File: config.mk
export PLATFORM = sky130hd
export DESIGN_NAME = seg_scan_ctrl
export DESIGN_NICKNAME = d
export VERILOG_FILES = /design/src/rtl/seg_pkg.sv /design/src/rtl/seg_lz_mask.sv /design/src/rtl/seg_scan_ctrl.sv
export SDC_FILE = /design/constraint.sdc
export NUM_CORES = 1
export LEC_CHECK = 0
export BUFFER_PORTS_ARGS = -buffer_cell sky130_fd_sc_hd__buf_2
export CAP_MARGIN = 15
export CORE_ASPECT_RATIO = 2
export CORE_UTILIZATION = 35
export CTS_CLUSTER_SIZE = 28
export DETAILED_ROUTE_END_ITERATION = 6
export GPL_TIMING_DRIVEN = 0
export HOLD_SLACK_MARGIN = 0.15
export SYNTH_ARGS = -nofsm -noshare
export SYNTH_HDL_FRONTEND = slang
export SYNTH_HIERARCHICAL = 1
export SYNTH_SLANG_ARGS = --single-unit
File: constraint.sdc
create_clock -name clk -period 3.8 [get_ports clk]
set_clock_uncertainty 0.1 [all_clocks]
set_input_delay 0.95 -clock clk [delete_from_list [all_inputs] [get_ports clk]]
set_output_delay 0.95 -clock clk [all_outputs]
set_load 0.01 [all_outputs]
File: src/rtl/seg_pkg.sv
// Shared types and constants for the 8-digit multiplexed 7-segment scan controller.
package seg_pkg;

    localparam int          NDIG       = 8;
    localparam int          IDX_W      = 3;
    localparam int          DUTY_W     = 4;
    localparam logic [4:0]  BLANK_CODE = 5'h10;

    typedef logic [4:0]       digit_code_t;
    typedef logic [NDIG-1:0]  an_t;
    typedef logic [IDX_W-1:0] idx_t;

    // Active-low one-cold anode pattern for the given digit
    function automatic an_t anode_for(input idx_t idx);
        return ~(an_t'(1) << idx);
    endfunction

endpackage

File: src/rtl/seg_lz_mask.sv
// Leading-zero suppression mask: digit i is masked when it and every digit above
// it hold a zero nibble. Digit 0 is never masked so an all-zero value shows "0".
module seg_lz_mask
    import seg_pkg::*;
(
    input  logic [4*NDIG-1:0] data,
    input  logic              lz_en,
    output logic [NDIG-1:0]   mask
);

    assign mask[0] = 1'b0;

    genvar gi;
    generate
        for (gi = 1; gi < NDIG; gi++) begin : g_mask
            assign mask[gi] = lz_en && (data[4*NDIG-1:4*gi] == '0);
        end
    endgenerate

endmodule

File: src/rtl/seg_scan_ctrl.sv
// Scan controller: slot divider, frame-synchronous double-buffered load port,
// per-digit blanking, leading-zero suppression and 16-level PWM brightness.
module seg_scan_ctrl
    import seg_pkg::*;
#(
    parameter int DIV_W = 17
) (
    input  logic               clk,
    input  logic               reset,
    input  logic               ld_valid,
    output logic               ld_ready,
    input  logic [4*NDIG-1:0]  ld_data,
    input  logic [NDIG-1:0]    ld_blank,
    input  logic               lz_en,
    input  logic [DUTY_W-1:0]  bright,
    output digit_code_t        digit_code,
    output an_t                an,
    output logic               frame_tick
);

    logic [DIV_W-1:0]   divcnt_reg, divcnt_next;
    idx_t               idx_reg, idx_next;
    logic               pend_full_reg, pend_full_next;
    logic [4*NDIG-1:0]  pend_data_reg, pend_data_next;
    logic [NDIG-1:0]    pend_blank_reg, pend_blank_next;
    logic [4*NDIG-1:0]  active_data_reg, active_data_next;
    logic [NDIG-1:0]    active_blank_reg, active_blank_next;
    an_t                an_reg, an_next;
    digit_code_t        code_reg, code_next;
    logic               tick_reg, tick_next;

    logic [NDIG-1:0]    lz_mask;
    logic               slot_end;
    logic               frame_end;
    logic               accept;
    logic               dark;
    logic               lit;
    logic               first_cycle;
    logic [DUTY_W-1:0]  duty_lvl;
    logic [3:0]         cur_nibble;

    seg_lz_mask u_lz_mask (
        .data  (active_data_reg),
        .lz_en (lz_en),
        .mask  (lz_mask)
    );

    assign slot_end    = &divcnt_reg;
    assign frame_end   = slot_end && (idx_reg == idx_t'(NDIG-1));
    assign accept      = ld_valid && !pend_full_reg;
    assign first_cycle = (divcnt_reg == '0);
    assign duty_lvl    = divcnt_reg[DIV_W-1 -: DUTY_W];
    assign cur_nibble  = active_data_reg[4*idx_reg +: 4];
    assign dark        = active_blank_reg[idx_reg] | lz_mask[idx_reg];
    // Slot's first cycle is always dark so the previous digit cannot ghost
    assign lit         = !dark && !first_cycle && (duty_lvl <= bright);

    always_comb begin
        divcnt_next       = divcnt_reg + 1'b1;
        idx_next          = idx_reg;
        pend_full_next    = pend_full_reg;
        pend_data_next    = pend_data_reg;
        pend_blank_next   = pend_blank_reg;
        active_data_next  = active_data_reg;
        active_blank_next = active_blank_reg;

        if (slot_end) begin
            idx_next = (idx_reg == idx_t'(NDIG-1)) ? '0 : idx_reg + 1'b1;
        end

        // Pending is full whenever a commit is possible, so accept and commit never collide
        if (frame_end && pend_full_reg) begin
            active_data_next  = pend_data_reg;
            active_blank_next = pend_blank_reg;
            pend_full_next    = 1'b0;
        end else if (accept) begin
            pend_data_next  = ld_data;
            pend_blank_next = ld_blank;
            pend_full_next  = 1'b1;
        end
    end

    always_comb begin
        code_next = dark ? BLANK_CODE : {1'b0, cur_nibble};
        an_next   = lit ? anode_for(idx_reg) : '1;
        tick_next = frame_end;
    end

    always_ff @(posedge clk or negedge reset) begin
        if (!reset) begin
            divcnt_reg       <= '0;
            idx_reg          <= '0;
            pend_full_reg    <= 1'b0;
            pend_data_reg    <= '0;
            pend_blank_reg   <= '0;
            active_data_reg  <= '0;
            active_blank_reg <= '1;
            an_reg           <= '1;
            code_reg         <= BLANK_CODE;
            tick_reg         <= 1'b0;
        end else begin
            divcnt_reg       <= divcnt_next;
            idx_reg          <= idx_next;
            pend_full_reg    <= pend_full_next;
            pend_data_reg    <= pend_data_next;
            pend_blank_reg   <= pend_blank_next;
            active_data_reg  <= active_data_next;
            active_blank_reg <= active_blank_next;
            an_reg           <= an_next;
            code_reg         <= code_next;
            tick_reg         <= tick_next;
        end
    end

    assign ld_ready   = !pend_full_reg;
    assign an         = an_reg;
    assign digit_code = code_reg;
    assign frame_tick = tick_reg;

endmodule

==> flow_metrics.env <==
export IMPL_status="completed"
export IMPL_vias=3142
export IMPL_hold_path_class="flop to flop"
export IMPL_diodes=0
export IMPL_end_kind="flop"
export IMPL_cp_max_fo=10
export IMPL_postCtsSetupBuffers=0
export IMPL_dr_pass1_iters=4
export IMPL_dp_cells=611
export IMPL_hp_start="divcnt_reg[5]"
export IMPL_yosys_warnings=6
export IMPL_synth_cell_types=43
export IMPL_power_density_nw_per_um2=478
export IMPL_dieArea_um2=15000
export IMPL_switchingPower_uw=638
export IMPL_rrSetupSlack_ns=1.18
export IMPL_dp_hpwl_mm=7.74
export IMPL_die_h_um=172
export IMPL_cts_resized=0
export IMPL_seq_power_share=0.443
export IMPL_min_period_ns=2.62
export IMPL_coreArea_um2=14000
export IMPL_clockPowerShare=0.515
export IMPL_htree_levels=4
export IMPL_ctsHoldBuffers=0
export IMPL_p_comb_frac=0.042
export IMPL_setup_tns_ns=0
export IMPL_nNetsFinal=502
export IMPL_max_slew_margin=0.547
export IMPL_syn_area_per_cell_um2=14.1
export IMPL_crit_family="simple AND/OR/NAND/NOR gates"
export IMPL_via_per_inst=4.89
export IMPL_whs_ns=0.398
export IMPL_grt_use_total=0.151
export IMPL_ys_seq_area_frac=0.573
export IMPL_grt_pass1_wl_mm=16.8
export IMPL_whs_path_depth=1
export IMPL_gr_total_overflow=0
export IMPL_tightest_slew_ns=0.679
export IMPL_numCtsBuffers=17
export IMPL_slew_violations=0
export IMPL_fin_area_um2=6210
export IMPL_drive_gt1_frac=0.483
export IMPL_rsz0062_at_grt="false"
export IMPL_synthCells=359
export IMPL_drc_errors=0
export IMPL_synthFlopType="dfrtp_1"
export IMPL_p_sw_frac=0.215
export IMPL_cts_root_buf="clkbuf_16"
export IMPL_min_period_over_period=0.689
export IMPL_grt_antenna_before_repair=0
export IMPL_wl_mm=10.2
export IMPL_max_freq_mhz=382
export IMPL_critPathBufInv=2
export IMPL_path_cells="clkbuf_2 > and4_1 > nand4_1 > nor3_1 > ha_1 > and2_1 > nand2_1 > buf_2 > mux2_2"
export IMPL_port_buffers=62
export IMPL_setup_viol=0
export IMPL_worstReg2RegStart="divcnt_reg[7]"
export IMPL_synth_seq_cells=115
export IMPL_cts_tree="built"
export IMPL_synth_edf_count=0
export IMPL_placed_cell_area_um2=5640
export IMPL_critPathLaunchType="flop"
export IMPL_ir_worst_vdd_mv=0.259
export IMPL_rows=61
export IMPL_syn_to_final_growth_pct=22.8
export IMPL_final_cell_count_no_fill=642
export IMPL_clkTransAtPathRegs_ns=0.05
export IMPL_syn_num_nets=420
export IMPL_cts_root_to_sink_buffers=2
export IMPL_fillCellCount=1328
export IMPL_worstHoldEndpoint="divcnt_reg[5]"
export IMPL_synth_async_sr_flop_share=1.00
export IMPL_final_hold_violation_count=0
export IMPL_timing_rr_end="active_data_reg[1]"
export IMPL_critical_path_slowest_cell="dfrtp_1"
export IMPL_first_global_vias=3366
export IMPL_worstSetupPathType="flop to flop"
export IMPL_wl_per_cell_um=15.9
export IMPL_p_int_uw=2330
export IMPL_cts_sinks=115
export IMPL_required_ns=3.98
export IMPL_clkLatencyLatePin_ns=0.40
export IMPL_start_util=0.360
export IMPL_r2r_cells=9
export IMPL_netlist_area_um2=5060
export IMPL_max_cap_violations=0
export IMPL_postRouteAntennaNets=0
export IMPL_leakage_uw=0.00291
export IMPL_grt_max_degree=64
export IMPL_max_stage_delay_ns=0.32
export IMPL_drt_iter0_drc=133
export IMPL_ios=63
export IMPL_dieWidth_um=87.0
export IMPL_power_uw=2970
export IMPL_place_congestion=0.824
export IMPL_worst_ep_arrival_time_ns=2.80
through the flow:
step / worst slack [ns] / utilization
after CTS: 1.12 / 0.443
after global placement: 0.395 / 0.399
final: 1.18 / 0.443
after global routing: 0.880 / 0.443
after floorplan: 1.43 / -
after detailed placement: 1.12 / 0.401
cell type report:
class / count / area, um2 / area share
Sequential cell: 115 / 2900 / 0.466
Clock inverter: 12 / 135 / 0.0217
Inverter: 14 / 52.6 / 0.00846
Buffer: 14 / 86.3 / 0.0139
Tap cell: 189 / 236 / 0.0381
Timing Repair Buffer: 63 / 340 / 0.0548
Clock buffer: 19 / 443 / 0.0713
Multi-Input combinational cell: 216 / 2020 / 0.325
how the worst max path moves through the flow:
| stage | cells past startpoint | startpoint | to |
|---|---|---|---|
| 2_1_floorplan | 7 | lz_en | an[0] |
| 3_3_place_gp | 1 | reset | pend_data_reg[23] |
| 3_5_place_dp | 8 | lz_en | an[1] |
| 4_1_cts | 9 | divcnt_reg[7] | active_data_reg[1] |
| 5_1_grt | 9 | divcnt_reg[7] | active_data_reg[1] |
| 6_report | 9 | divcnt_reg[7] | active_data_reg[1] |
cells in the final DEF, fill, tap and decap left out, types with 5 or more instances in the layout:
master	count
dfstp_2	17
dfrtp_1	98
clkbuf_16	17
nand3_1	13
buf_2	69
ha_1	13
mux4_2	8
nand4_1	12
nand2_1	7
nor4_1	5
xnor2_1	10
nor3_1	12
mux2_2	80
nor2_1	11
inv_1	13
cell families (layout without fill, tap and decap cells):
| kind of cell | Yosys count | in the layout | share of synthesized area |
|---|---|---|---|
| compound gates | 15 | 15 | 0.0250 |
| xor+xnor | 14 | 14 | 0.0242 |
| fa+ha+maj | 13 | 13 | 0.0321 |
| buf+inv | 28 | 122 | 0.0274 |
| flops | 115 | 115 | 0.573 |
| mux | 92 | 92 | 0.222 |
| other cells | 1 | 1 | 0.000741 |
| simple gates | 81 | 81 | 0.0959 |
worst reg2reg max path: stages, from the launching register on:
cell and delay (ns):
dfrtp_1 0.32, clkbuf_2 0.18, and4_1 0.26, nand4_1 0.17, nor3_1 0.28, ha_1 0.32, and2_1 0.22, nand2_1 0.14
buf_2 0.24, mux2_2 0.29
synth_stat cells, drive strengths merged (4+ instances only):
| library cell | number | area (um2) |
|---|---|---|
| dfrtp | 98 | 2450 |
| mux2 | 80 | 901 |
| dfstp | 17 | 447 |
| inv | 14 | 52.6 |
| buf | 13 | 81.3 |
| ha | 13 | 163 |
| nand3 | 13 | 65.1 |
| nand4 | 12 | 75.1 |
| nor3 | 12 | 60.1 |
| nor2 | 11 | 41.3 |
| xnor2 | 10 | 87.6 |
| mux4 | 8 | 180 |
| nor4 | 8 | 77.6 |
| nand2 | 7 | 26.3 |
| a211oi | 4 | 30.0 |
| and3 | 4 | 25.0 |
| mux2i | 4 | 40.0 |
| xor2 | 4 | 35.0 |
power groups by stage:
stage / sequential (uW) / combinational, uW / clock (uW)
4_1_cts: 1320 / 128 / 1570
6_report: 1320 / 124 / 1530
2_1_floorplan: 1320 / 65.6 / 0
5_1_grt: 1320 / 140 / 1620
3_3_place_gp: 1340 / 119 / 0
3_5_place_dp: 1340 / 128 / 0
routing by layer:
layer  GRT usage  wire length (um)
met1       0.156              3750
met2       0.280              5880
met3      0.0325               321
met4      0.0761               227
met5           0                 0
No activity file was read; power rests on OpenSTA's default activity.
